$ cat src/rtl/round_controller.sv
// Match sequencer for the two-player fighter: countdown, fight, round-end and match-end phases.
// Optional build macro PAUSE_EN enables the pause freeze; without it the pause port is ignored.
module round_controller #(
  parameter int unsigned ROUND_TIME      = 8,
  parameter int unsigned COUNTDOWN_TICKS = 3,
  parameter int unsigned WINS_TO_MATCH   = 2,
  parameter int unsigned MAX_ROUNDS      = 5,
  localparam int unsigned TW = $clog2(ROUND_TIME + 1)
) (
  input  logic          clk,
  input  logic          rst,
  input  logic          start,
  input  logic          tick,
  input  logic [5:0]    left_player_input_in,
  input  logic [5:0]    right_player_input_in,
  input  logic [1:0]    left_player_health,
  input  logic [1:0]    right_player_health,
  input  logic          pause,
  output logic          player_rst_n,
  output logic          action_valid,
  output logic [5:0]    left_player_cmd,
  output logic [5:0]    right_player_cmd,
  output logic [2:0]    state,
  output logic [TW-1:0] round_timer,
  output logic [2:0]    round_num,
  output logic [1:0]    left_score,
  output logic [1:0]    right_score,
  output logic [1:0]    round_winner,
  output logic [1:0]    match_winner,
  output logic          match_over
);

  localparam int unsigned CW = $clog2(COUNTDOWN_TICKS + 1);

  localparam logic [2:0] IDLE      = 3'd0;
  localparam logic [2:0] COUNTDOWN = 3'd1;
  localparam logic [2:0] FIGHT     = 3'd2;
  localparam logic [2:0] ROUND_END = 3'd3;
  localparam logic [2:0] MATCH_END = 3'd4;

  localparam logic [5:0] WAIT_CMD = 6'b001000;

  logic [CW-1:0] cd, cd_nxt;
  logic [2:0]    state_nxt;
  logic [TW-1:0] round_timer_nxt;
  logic [2:0]    round_num_nxt;
  logic [1:0]    left_score_nxt, right_score_nxt;
  logic [1:0]    round_winner_nxt, match_winner_nxt;
  logic          match_over_nxt, action_valid_nxt, player_rst_n_nxt;
  logic [5:0]    left_cmd_nxt, right_cmd_nxt;
  logic [1:0]    fight_win;
  logic          left_dead, right_dead, freeze, game_tick;

  // Freeze only suppresses ticks; KO detection keeps running underneath.
`ifdef PAUSE_EN
  assign freeze = pause && ((state == COUNTDOWN) || (state == FIGHT));
`else
  logic unused_pause;
  assign unused_pause = pause;
  assign freeze       = 1'b0;
`endif

  assign game_tick  = tick && !freeze;
  assign left_dead  = (left_player_health == 2'd0);
  assign right_dead = (right_player_health == 2'd0);

  always_ff @(posedge clk) begin
    if (rst) begin
      state            <= IDLE;
      cd               <= '0;
      round_timer      <= '0;
      round_num        <= '0;
      left_score       <= '0;
      right_score      <= '0;
      round_winner     <= 2'b00;
      match_winner     <= 2'b00;
      match_over       <= 1'b0;
      action_valid     <= 1'b0;
      left_player_cmd  <= WAIT_CMD;
      right_player_cmd <= WAIT_CMD;
      player_rst_n     <= 1'b0;
    end else begin
      state            <= state_nxt;
      cd               <= cd_nxt;
      round_timer      <= round_timer_nxt;
      round_num        <= round_num_nxt;
      left_score       <= left_score_nxt;
      right_score      <= right_score_nxt;
      round_winner     <= round_winner_nxt;
      match_winner     <= match_winner_nxt;
      match_over       <= match_over_nxt;
      action_valid     <= action_valid_nxt;
      left_player_cmd  <= left_cmd_nxt;
      right_player_cmd <= right_cmd_nxt;
      player_rst_n     <= player_rst_n_nxt;
    end
  end

  always_comb begin
    state_nxt        = state;
    cd_nxt           = cd;
    round_timer_nxt  = round_timer;
    round_num_nxt    = round_num;
    left_score_nxt   = left_score;
    right_score_nxt  = right_score;
    round_winner_nxt = round_winner;
    match_winner_nxt = match_winner;
    match_over_nxt   = match_over;
    action_valid_nxt = 1'b0;
    player_rst_n_nxt = 1'b1;
    left_cmd_nxt     = WAIT_CMD;
    right_cmd_nxt    = WAIT_CMD;
    fight_win        = 2'b00;

    case (state)
      IDLE, MATCH_END: begin
        if (start) begin
          state_nxt        = COUNTDOWN;
          cd_nxt           = CW'(COUNTDOWN_TICKS);
          round_num_nxt    = 3'd1;
          left_score_nxt   = 2'd0;
          right_score_nxt  = 2'd0;
          round_winner_nxt = 2'b00;
          match_winner_nxt = 2'b00;
          match_over_nxt   = 1'b0;
          player_rst_n_nxt = 1'b0;
        end
      end

      COUNTDOWN: begin
        if (game_tick) begin
          cd_nxt = cd - CW'(1);
          if (cd == CW'(1)) begin
            state_nxt       = FIGHT;
            round_timer_nxt = TW'(ROUND_TIME);
          end
        end
      end

      FIGHT: begin
        if (left_dead || right_dead) begin
          state_nxt = ROUND_END;
          fight_win = {left_dead, right_dead};
        end else if (round_timer == '0) begin
          state_nxt = ROUND_END;
          if (left_player_health > right_player_health)      fight_win = 2'b01;
          else if (right_player_health > left_player_health) fight_win = 2'b10;
          else                                               fight_win = 2'b11;
        end else if (game_tick) begin
          action_valid_nxt = 1'b1;
          round_timer_nxt  = round_timer - TW'(1);
          left_cmd_nxt     = $onehot(left_player_input_in)  ? left_player_input_in  : WAIT_CMD;
          right_cmd_nxt    = $onehot(right_player_input_in) ? right_player_input_in : WAIT_CMD;
        end
        // Scores move only on the FIGHT->ROUND_END edge and saturate at the match target.
        if (state_nxt == ROUND_END) begin
          round_winner_nxt = fight_win;
          if (fight_win == 2'b01 && left_score != 2'(WINS_TO_MATCH))
            left_score_nxt = left_score + 2'd1;
          if (fight_win == 2'b10 && right_score != 2'(WINS_TO_MATCH))
            right_score_nxt = right_score + 2'd1;
        end
      end

      ROUND_END: begin
        if (tick) begin
          if (left_score == 2'(WINS_TO_MATCH) || right_score == 2'(WINS_TO_MATCH) ||
              round_num == 3'(MAX_ROUNDS)) begin
            state_nxt      = MATCH_END;
            match_over_nxt = 1'b1;
            if (left_score > right_score)      match_winner_nxt = 2'b01;
            else if (right_score > left_score) match_winner_nxt = 2'b10;
            else                               match_winner_nxt = 2'b11;
          end else begin
            state_nxt        = COUNTDOWN;
            cd_nxt           = CW'(COUNTDOWN_TICKS);
            round_num_nxt    = round_num + 3'd1;
            round_winner_nxt = 2'b00;
            player_rst_n_nxt = 1'b0;
          end
        end
      end

      default: state_nxt = IDLE;
    endcase
  end

endmodule

$ cat config.mk
export PLATFORM = sky130hd
export DESIGN_NAME = round_controller
export DESIGN_NICKNAME = d
export VERILOG_FILES = /design/src/rtl/round_controller.sv
export SDC_FILE = /design/constraint.sdc
export NUM_CORES = 1
export LEC_CHECK = 0
export ABC_CLOCK_PERIOD_IN_PS = 2900
export CAP_MARGIN = 20
export CORE_ASPECT_RATIO = 0.75
export CORE_UTILIZATION = 47
export CTS_BUF_LIST = sky130_fd_sc_hd__clkbuf_8 sky130_fd_sc_hd__clkbuf_16
export DETAILED_ROUTE_END_ITERATION = 7
export GPL_TIMING_DRIVEN = 0
export PLACE_DENSITY = 0.79
export SYNTH_ARGS = -nofsm -noshare
export SYNTH_HDL_FRONTEND = slang
export SYNTH_SLANG_ARGS = --single-unit
$ cat constraint.sdc
create_clock -name clk -period 2.9 [get_ports clk]
set_input_delay 0.435 -clock clk [delete_from_list [all_inputs] [get_ports clk]]
set_output_delay 0.435 -clock clk [all_outputs]
set_load 0.1 [all_outputs]
== Word-level counts from Yosys, hierarchy flattened ==
Cells that the tools add are included.
Cells by class
  order comparisons: 4
  reductions and logical operators: 26
  multiply operators: 0
  divide/modulo/power cells: 0
  muxes and demuxes: 53
  shifts and indexed selects: 0
  add/sub/neg operators: 15
  eq/ne operators: 27
  bitwise operators: 4
Operators with widths (count)
  $mux W2: 19
  $mux W3: 10
  $ne A2 B2 Y1 const B: 14
  $mux W4: 5
  $reduce_and A4 Y1: 5
  $add A1 B1 Y2: 6
  $pmux W2 S2: 3
  $pmux W2 S3: 2
  $pmux W3 S4: 1
  $reduce_or A6 Y1: 2
  $reduce_and A5 Y1: 2
  $eq A3 B1 Y1 const B: 3
  $eq A3 B2 Y1 const B: 3
  $mux W1: 9
  $gt A2 B2 Y1: 4
  $pmux W4 S2: 1
  $add A2 B2 Y3: 2
  $add A3 B2 Y3: 2
  $eq A2 B2 Y1 const B: 3
  $eq A3 B3 Y1 const B: 2
  $pmux W3 S2: 1
  $reduce_and A6 Y1: 1
  $reduce_bool A2 Y1: 3
  $reduce_bool A3 Y1: 2
  14 further kinds: 24
Word-level totals
  output and inout bits: 33
  ROM bits: 0
  register bits after elaboration: 35
  logic and storage cells: 142
  memories kept: 0
  latch bits: 0
  memory bits (writable): 0

== Logic depth before layout (Yosys ltp) ==
  word-level depth: 11
  gate-level depth with buffers: 9
  depth with buffers taken out: 9

== Worst setup path before layout ==
No wires, ideal clock.
  kind: input port to flip-flop
  start: input port left_player_input_in[0]
  end: register left_player_cmd[0]
  arrival: 2.496 ns
  path slack: 0.289 ns
  stages on the path: 9
  cells stage by stage: inv_1 > fa_1 > fa_1 > inv_1 > ha_1 > fa_1 > nor2_1 > and3_1 > and2_1
On the way
  longest elaborated chain between the ends: 6
RTL lines
  start, declared: line 14  | input logic [5:0] left_player_input_in,
  $add A1 B1 Y2 (implied by the code): line 152  | left_cmd_nxt = $onehot(left_player_input_in) ? left_player_input_in : WAIT_CMD;
  $add A2 B2 Y3 (implied by the code): line 152
  $add A3 B2 Y3 (implied by the code): line 152
  $eq A3 B1 Y1: line 152
  $not A1 Y1 (no source line)
  $reduce_or A6 Y1 (no source line)
  end signal, assigned: line 93  | left_player_cmd <= left_cmd_nxt;
  end, declared: line 21  | output logic [5:0] left_player_cmd,
Parallel ways exist; a longest one is shown, timed or not.
A chain may end at the register's enable or synchronous reset.

== Final worst setup path ==
  start: input port right_player_input_in[1]
  end: register right_player_cmd[5]
On the way
  longest elaborated chain between the ends: 6
RTL lines
  start, declared: line 15  | input logic [5:0] right_player_input_in,
  $add A1 B1 Y2 (implied by the code): line 153  | right_cmd_nxt = $onehot(right_player_input_in) ? right_player_input_in : WAIT_CMD;
  $add A2 B2 Y3 (implied by the code): line 153
  $add A3 B2 Y3 (implied by the code): line 153
  $eq A3 B1 Y1: line 153
  $not A1 Y1 (no source line)
  $reduce_or A6 Y1 (no source line)
  end signal, assigned: line 94  | right_player_cmd <= right_cmd_nxt;
  end, declared: line 22  | output logic [5:0] right_player_cmd,
Every way passes these cells.

==> impl_metrics.toml <==
[outcome]
status = "completed"

[final_layout]
finalNonFillerCells = 315
final_layout_size_suffix_gt1_frac = 0.110
nets = 302
fin_area_um2 = 2510
mostFrequentLayoutCells = "48 x clkdlybuf4s50_1, 35 x dfxtp_1, 29 x inv_1"
nFillCells = 309
antennaDiodeCount = 0
final_common_cell = "clkdlybuf4s50_1"
area_growth_pct = 37.3

[power]
power.density_nw_per_um2 = 425
vdd_drop_max_uv = 317
sw_frac_of_total = 0.306
clkPwrFrac = 0.321
sequentialPowerShare = 0.467
p_leak_nw = 1.05
cell_internal_pwr_mw = 0.742
power.net_switching_mw = 0.327
total_power_mw = 1.07
combPwrFrac = 0.212

[grt]
grt_pass1_wl_um = 6420
grt_start_max_net_pins = 12
track_usage = 0.203
antenna_found_initial = 0
grt_pass1_vias = 1490
grt_overflow = 0

[cts]
cts_hold_buf = 0
clk_pin_slew_ns = 0.07
h-tree-depth = 2
cts_tree = "built"
cts_buffers = 5
cts_setup_buffers = 0
cts_root_buffer = "clkbuf_8"
clock_sinks = 35
clockBufferDepth = 2
insertion_delay_ns = 0.29

[setup_path]
crit_top_cell = "fa_1"
crit_type = "input port to flip-flop"
slowest_delay_ns = 0.48
critPathBufInv = 3
endpoint_kind = "flip-flop"
cp.required_ns = 3.09
cp_cell_sequence = "clkdlybuf4s50_1 > inv_1 > fa_1 > fa_1 > inv_1 > ha_1 > fa_1 > nor2_1 > and3_4 > and2_1"
critPathMaxFanout = 6
crit_path_start_kind = "input port"
critPathArrivalTime_ns = 2.97
cp_slowest_cell = "fa_1"
cp_top_family = "adder cells"

[synthesis]
netlist_area_um2 = 1830
ys_warn_count = 0
synth_fp_nets = 244
postSynthCellCount = 204
syn_area_per_cell_um2 = 8.97
yosysSeqAreaShare = 0.383
synth_cell_types = 45
ys_ff_latch = 35

[hold_path]
hold_class = "input port to flip-flop"

[sta]
finalSetupViolations = 0
drv_slew = 0
hold_viol = 0
period_needed_ns = 2.78
worstMarginPinSlew_ns = 0.986
tns_ns = 0
hold_ws_ns = 0.363
relSlewSlack = 0.340
fmax_ghz = 0.360
rsz0062_at_grt = "false"
skew_ns = 0.00821
period_share = 0.958

[detailed_routing]
num_vias = 1563
drc = 0
via_per_inst = 4.96
wire_per_inst_um = 12.0
drtIter0Drc = 62
firstDrtPassIters = 4
ant_nets = 0
wirelength_um = 3790

[placement]
port_buffers = 51
hpwlAfterDp_um = 2940
place_inst = 307
place_congestion = 0.779
place_area_um2 = 2410

[floorplanning]
start_util = 0.497
core_area_um2 = 3680
die-width_um = 74.1
die_area_um2 = 4150
die_h_um = 56.0
core.rowCount = 19
io_pins = 54

[flow_run]
maxCapViolations = 0
-- worst min-delay path, cell delays in order --
cell and delay [ns]:
dlymetal6s2s_1 0.10, inv_2 0.05, nand2_1 0.05
-- sequential cells by signal, summed over array words and instances, names as in the netlist --
signal	count
round_timer	4
left_player_cmd	6
round_winner	2
match_winner	2
cd	2
right_score	2
match_over	1
left_score	2
state	3
round_num	3
action_valid	1
player_rst_n	1
right_player_cmd	6
-- per-stage QoR --
stage | util | worst slack, ns
finish | 0.682 | 0.122
global route | 0.682 | 0.0223
CTS | 0.678 | 0.0148
detailed placement | 0.653 | -0.329
global placement | 0.653 | -0.292
floorplan | - | 0.289
-- power by group through the flow --
stage | logic [mW] | clock network (mW) | registers [mW]
5_1_grt | 0.252 | 0.373 | 0.501
3_3_place_gp | 0.216 | 0 | 0.510
4_1_cts | 0.224 | 0.349 | 0.499
6_report | 0.227 | 0.343 | 0.499
3_5_place_dp | 0.220 | 0 | 0.511
2_1_floorplan | 0.103 | 0 | 0.560
-- synth_stat cells, drive strengths merged --
| cell | n | area share |
|---|---|---|
| dfxtp | 35 | 0.38 |
| inv | 29 | 0.059 |
| nor2 | 22 | 0.049 |
| a21oi | 13 | 0.036 |
| ha | 13 | 0.089 |
| and2 | 11 | 0.038 |
| nand2 | 11 | 0.023 |
| o21ai | 7 | 0.021 |
| fa | 6 | 0.066 |
| nor3b | 5 | 0.026 |
| clkbuf | 4 | 0.0082 |
| nand3 | 4 | 0.011 |
| nor3 | 4 | 0.011 |
| mux2 | 3 | 0.021 |
| nand2b | 3 | 0.010 |
| nor2b | 3 | 0.010 |
| a211oi | 2 | 0.0082 |
| a31oi | 2 | 0.0068 |
| and3 | 2 | 0.0068 |
| buf | 2 | 0.0055 |
| nand3b | 2 | 0.0082 |
| nand4 | 2 | 0.0068 |
| or3b | 2 | 0.0096 |
| or4b | 2 | 0.013 |
| a211o | 1 | 0.0048 |
| a22oi | 1 | 0.0041 |
| a311oi | 1 | 0.0048 |
| a31o | 1 | 0.0048 |
| and3b | 1 | 0.0048 |
| mux2i | 1 | 0.0055 |
| nand4b | 1 | 0.0048 |
| nand4bb | 1 | 0.0062 |
| nor4 | 1 | 0.0068 |
| o2111ai | 1 | 0.0048 |
| o21a | 1 | 0.0041 |
| o31ai | 1 | 0.0041 |
| or4 | 1 | 0.0062 |
| xnor2 | 1 | 0.0048 |
| xor2 | 1 | 0.0048 |
-- layout make-up --
type                    instances  area (um2)  area share
clock buffers                   5        68.8      0.0274
inverters                      29         109      0.0433
clock inverters                 3        16.3     0.00647
repair buffers                 51         518       0.206
flip-flops and latches         35         701       0.279
well taps                      52        65.1      0.0259
plain buffers                   6        25.0     0.00996
multi-input cells             134        1010       0.402
-- path summary, 6_finish.rpt --
check / startpoint / endpoint / slack, ns / depth (start not counted)
worst max-delay path: right_player_input_in[1] / right_player_cmd[5] / 0.12 / 10
worst min-delay path: left_player_input_in[3] / left_player_cmd[3] / 0.36 / 3
worst max register to register: round_timer[1] / right_score[1] / 0.82 / 7
worst min register to register: round_winner[1] / round_winner[1] / 0.45 / 2
-- metal layers --
layer	up-vias	share of wire	track usage
met2	42	0.42	0.309
met4	0	0.013	0.0659
met5	-	0	0
met1	723	0.50	0.277
met3	7	0.063	0.0562
li1	791	-	-
-- logic make-up (layout without fill, tap and decap cells) --
| family | count (synthesis) | in the layout | synth area share |
|---|---|---|---|
| AO/OA/AOI/OAI | 31 | 31 | 0.103 |
| XOR/XNOR | 2 | 2 | 0.00957 |
| adder cells (fa/ha/maj) | 19 | 19 | 0.154 |
| buffers and inverters | 35 | 94 | 0.0731 |
| flip-flops | 35 | 35 | 0.383 |
| multiplexers | 4 | 4 | 0.0260 |
| AND/OR/NAND/NOR | 78 | 78 | 0.251 |
-- repair_timing --
action | 4_1_cts | 5_1_grt
endpoints found under the hold margin | 0 | 0
setup endpoints to repair | 5 | 12
pin swaps | 2 | 5
resized for setup | 3 | 7
Note: power is estimated with default switching activity, not from simulation.
==> patch 1: new RTL, same flow settings <==
Add an input register stage for `right_player_input_in`, cleared by the reset; this delays it by one clock. The other inputs are not delayed to match.
--- a/src/rtl/round_controller.sv
+++ b/src/rtl/round_controller.sv
@@ -41,2 +41,12 @@
   localparam logic [5:0] WAIT_CMD = 6'b001000;
+
+  logic [5:0] right_player_input_q;
+
+  always_ff @(posedge clk) begin
+    if (rst) begin
+      right_player_input_q <= '0;
+    end else begin
+      right_player_input_q <= right_player_input_in;
+    end
+  end
 
@@ -152,3 +162,3 @@
           left_cmd_nxt     = $onehot(left_player_input_in)  ? left_player_input_in  : WAIT_CMD;
-          right_cmd_nxt    = $onehot(right_player_input_in) ? right_player_input_in : WAIT_CMD;
+          right_cmd_nxt    = $onehot(right_player_input_q) ? right_player_input_q : WAIT_CMD;
         end
Check against the original RTL: not equivalent (a bounded check fails within 10 cycles, from zero or initial values and one cycle with rst high).
==> patch 1 against the original RTL <==
- design area increased by 9.6%
- area after synthesis increased by 12%
- core utilization shrank 1.5 points
- total power rose by 29%
- critical path depth fell by 2
- wire length is 12% higher
- sequential cell count is 6 higher
- worst setup slack better by 73 ps
- highest routed layer unchanged
==> patch 1: results <==
group,metric,value,unit
outcome,status,"completed",
global_route,antenna_found_initial,0,
clock_network,clk_path_buf_depth,2,
place,hpwl,3.35,mm
place,pre_cts_ws,-398,ps
final_layout,nets,322,
critical_path,crit_fanout,6,
yosys,synthAdderAreaFrac,0.137,
yosys,synthMuxAreaShare,0.0103,
drt,firstDrtPassIters,4,
global_route,grt_pass1_vias,1613,
drt,wl,4.25,mm
place,gp_congestion,0.826,
clock_network,cts_root_buf,"clkbuf_8",
hold_path,hp-class,"flop to flop",
yosys,syn_avg_cell_area,9.18,um^2
clock_network,clkSlewWorstSetupHoldPaths,80,ps
drt,wl_per_cell,12.6,um
timing,skew,8.00,ps
final_layout,fill_cells,363,
clock_network,htree_levels,2,
yosys,ys.warnings.count,0,
yosys,ys_async_sr_fraction,0,
power_and_ir_drop,ir_drop,0.301,mV
yosys,synth_nets,264,
yosys,yosysSeqAreaShare,0.399,
yosys,synth-main-ff-cell,"dfxtp_1",
yosys,synthTopCellsByCount,"41 x dfxtp_1, 30 x inv_1, 22 x nand2_1, 16 x nor2_1, 14 x a21oi_1",
yosys,synth.area.top_cells,"dfxtp_1 40%, ha_1 7.9%, fa_1 5.8%, inv_1 5.5%, nand2_1 4.0%",
final_layout,top_regs,"left_player_cmd: 6 flops, right_player_cmd: 6 flops, right_player_input_q: 6 flops",
timing,tightestPinTransition,982,ps
final_layout,drive_gt1_frac,0.0777,
final_layout,antenna_cells,0,
clock_network,cts_buffers,5,
yosys,synth_cell_type_count,50,
yosys,synth_compound_area_frac,0.136,
drt,via_count,1724,
critical_path,crit_arrival,2950,ps
clock_network,insertion_delay,290,ps
place,placed_cells,330,
global_route,grt_usage,0.201,
clock_network,post_cts_buffers,0,
yosys,synthXorXnorAreaFrac,0.00852,
place,place_area,2640,um^2
power_and_ir_drop,p_leak,0.00112,uW
global_route,grt_pass1_wl,7.17,mm
global_route,grt_max_degree,14,
place,portBuffers,51,
drt,drt-initial-drc-count,100,
-- patch 1: per-layer routing --
layer | track usage | vias up | wire length [um]
met5 | 0 | - | 0
li1 | - | 863 | -
met1 | 0.273 | 803 | 2100
met3 | 0.0369 | 7 | 218
met2 | 0.325 | 51 | 1880
met4 | 0.0714 | 0 | 55
-- patch 1: worst paths after layout --
path / from / to / slack [ps] / depth (start not counted)
worst max register to register: right_player_input_q[0]$_SDFF_PP0_ / right_player_cmd[4]$_SDFF_PP0_ / 190 / 8
worst min-delay path: right_player_input_q[1]$_SDFF_PP0_ / right_player_cmd[1]$_SDFF_PP0_ / 460 / 1
worst max-delay path: right_player_input_q[0]$_SDFF_PP0_ / right_player_cmd[4]$_SDFF_PP0_ / 190 / 8
worst min register to register: right_player_input_q[1]$_SDFF_PP0_ / right_player_cmd[1]$_SDFF_PP0_ / 460 / 1
-- patch 1: stage by stage --
step                      setup TNS [ps]  hold slack, ps  power [uW]
after floorplan                        0             403         827
after detailed placement           -2310             439         912
after global placement             -2170             417         902
final                                  0             459        1380
after CTS                              0             454        1390
after global routing                   0             476        1450
-- patch 1: kinds of logic after synthesis --
logic type,count (synthesis)
XOR/XNOR,2
AO/OA/AOI/OAI,43
AND/OR/NAND/NOR,81
buffers and inverters,36
multiplexers,2
flip-flops,41
adder cells (fa/ha/maj),19
-- patch 1: what timing repair did --
action                     in CTS  in global routing
hold endpoints to repair        0                  0
gates resized for setup         5                  0
setup endpoints to repair       6                  0
-- patch 1: cell type report --
cell class / instances / area [um^2] / share of cell area
Multi-Input combinational cell: 147 / 1090 / 0.397
Tap cell: 55 / 68.8 / 0.0250
Inverter: 30 / 113 / 0.0409
Timing Repair Buffer: 51 / 507 / 0.184
Clock buffer: 6 / 82.6 / 0.0300
Sequential cell: 41 / 821 / 0.298
Buffer: 6 / 31.3 / 0.0114
Clock inverter: 2 / 37.5 / 0.0136
-- patch 1: power by group --
group          internal, uW  switching [uW]
combinational           110             190
sequential              582            17.2
clock                   280             201
total                   972             408
-- patch 1: critical path, stage by stage (launching register included) --
cell and delay, ps:
dfxtp_1 330, inv_1 60, fa_1 490, fa_1 500, inv_1 50, ha_1 190, fa_1 480, nor4b_4 390
and2_1 180
==> patch 2: new RTL, same flow settings <==
Made on the original files. `COUNTDOWN_TICKS`: 3 -> 6.
--- a/src/rtl/round_controller.sv
+++ b/src/rtl/round_controller.sv
@@ -4,3 +4,3 @@
   parameter int unsigned ROUND_TIME      = 8,
-  parameter int unsigned COUNTDOWN_TICKS = 3,
+  parameter int unsigned COUNTDOWN_TICKS = 6,
   parameter int unsigned WINS_TO_MATCH   = 2,
Formal check against the unedited RTL: not equivalent (a bounded check fails within 10 cycles, from zero or initial values and one cycle with rst high).
==> patch 2 against the original RTL <==
- sequential cell count up 1
- worst setup slack better by 240 ps
- core utilization down 2.8 points
- non-clock buffer count unchanged
- first-iteration DRC count up 61%
- design area up 5.4%
- total power down 1.6%
- area after synthesis up 8.1%
- wire length up 15%
- die area up 7.8%
- global-route usage up 0.081 points
- critical path type unchanged
==> patch 2: results <==
group,metric,value,unit
yosys,synth_compound_area_frac,0.147,
timing,tightestPinTransition,985,ps
yosys,synthTopCellsByCount,"36 x dfxtp_1, 30 x inv_1, 23 x nor2_1, 17 x a21oi_1, 16 x nand2_1",
yosys,synth.area.top_cells,"dfxtp_1 36%, ha_1 8.9%, fa_1 6.1%, inv_1 5.7%, nor2_1 4.4%",
global_route,grtUsageMet3,0.0394,
global_route,antenna_found_initial,0,
global_route,grt_pass1_wl,7.04,mm
drt,drt-initial-drc-count,100,
yosys,yosysSeqAreaShare,0.364,
yosys,synth_nets,269,
place,hpwl,3.35,mm
global_route,grt_pass1_vias,1505,
place,portBuffers,50,
yosys,ys_async_sr_fraction,0,
final_layout,drive_gt1_frac,0.0947,
global_route,grt_usage,0.204,
critical_path,crit_arrival,2710,ps
final_layout,nets,326,
global_route,grt_max_degree,11,
drt,avgViaCountPerCell,5.11,
drt,wl_per_cell,12.8,um
yosys,synth_cell_type_count,48,
final_layout,fill_cells,348,
clock_network,cts-resized-gates,0,
critical_path,crit_path_max_incr_delay,520,ps
power_and_ir_drop,p_leak,0.00113,uW
yosys,synthXorXnorAreaFrac,0.0133,
place,pre_cts_ws,-295,ps
yosys,ys.warnings.count,0,
outcome,status,"completed",
power_and_ir_drop,ir_drop,0.213,mV
global_route,use_met1,0.301,
global_route,grt_util_met2,0.302,
yosys,synthMuxAreaShare,0,
timing,skew,5.53,ps
yosys,synthAdderAreaFrac,0.149,
place,gp_congestion,0.855,
==> patch 2: cell types whose count changed in the layout (fill, tap and decap cells not counted), sizes merged, moves of 3 or more <==
cell           delta
a21oi             +4
clkdlybuf4s50     -4
dlymetal6s2s      +3
mux2              -3
nand2             +5
nand2b            +3
o211ai            +3
o31ai             +3
==> patch 2: cell type report <==
cell class | count | area (um^2) | share of cell area
Multi-Input combinational cell | 155 | 1120 | 0.422
Sequential cell | 36 | 721 | 0.272
Timing Repair Buffer | 50 | 515 | 0.195
Inverter | 30 | 113 | 0.0425
Clock buffer | 5 | 68.8 | 0.0260
Tap cell | 55 | 68.8 | 0.0260
Buffer | 7 | 36.3 | 0.0137
Clock inverter | 2 | 8.76 | 0.00331
==> patch 2: path summary, 6_finish.rpt <==
kind                                                       end                       start  slack (ps)  cells past startpoint
worst max-delay path            right_player_cmd[2]$_SDFF_PP0_    right_player_input_in[1]         370                     10
worst min-delay path             left_player_cmd[3]$_SDFF_PP1_     left_player_input_in[3]         360                      3
worst max register to register       round_num[1]$_SDFFE_PP0P_  left_score[0]$_SDFFE_PP0P_         730                      7
worst min register to register              cd[1]$_SDFFE_PP0P_          cd[1]$_SDFFE_PP0P_         460                      2
==> patch 2: cell families after synthesis <==
| group | after synthesis |
|---|---|
| fa+ha+maj | 20 |
| xor+xnor | 3 |
| buf+inv | 37 |
| simple gates | 87 |
| compound gates | 45 |
| flops | 36 |
==> patch 2: per-stage QoR <==
stage | area (um^2) | TNS [ps] | std cells
after detailed placement | 2550 | -3320 | 333
after floorplan | 1980 | 0 | 228
after global routing | 2650 | 0 | 340
after global placement | 2550 | -2810 | 333
final | 2650 | 0 | 340
after CTS | 2630 | 0 | 340
==> patch 2: worst max-delay path, delay by kind of cell <==
kind	cells	cell delay (ps)
adders and majority gates	4	1680
and+or+nand+nor	3	390
buffers and inverters	3	210
==> patch 2: where the power goes <==
part / switching (uW) / leakage (uW) / total (uW) / internal, uW
Clock: 167 / 0.0000452 / 327 / 160
Combinational: 130 / 0.000796 / 213 / 83.7
Sequential: 8.69 / 0.000292 / 513 / 504
==> patch 2: layer usage <==
| layer | part of all wire | up-vias |
|---|---|---|
| met5 | 0 | - |
| met4 | 0.0094 | 0 |
| met3 | 0.041 | 6 |
| met2 | 0.43 | 49 |
| met1 | 0.52 | 799 |
| li1 | - | 885 |
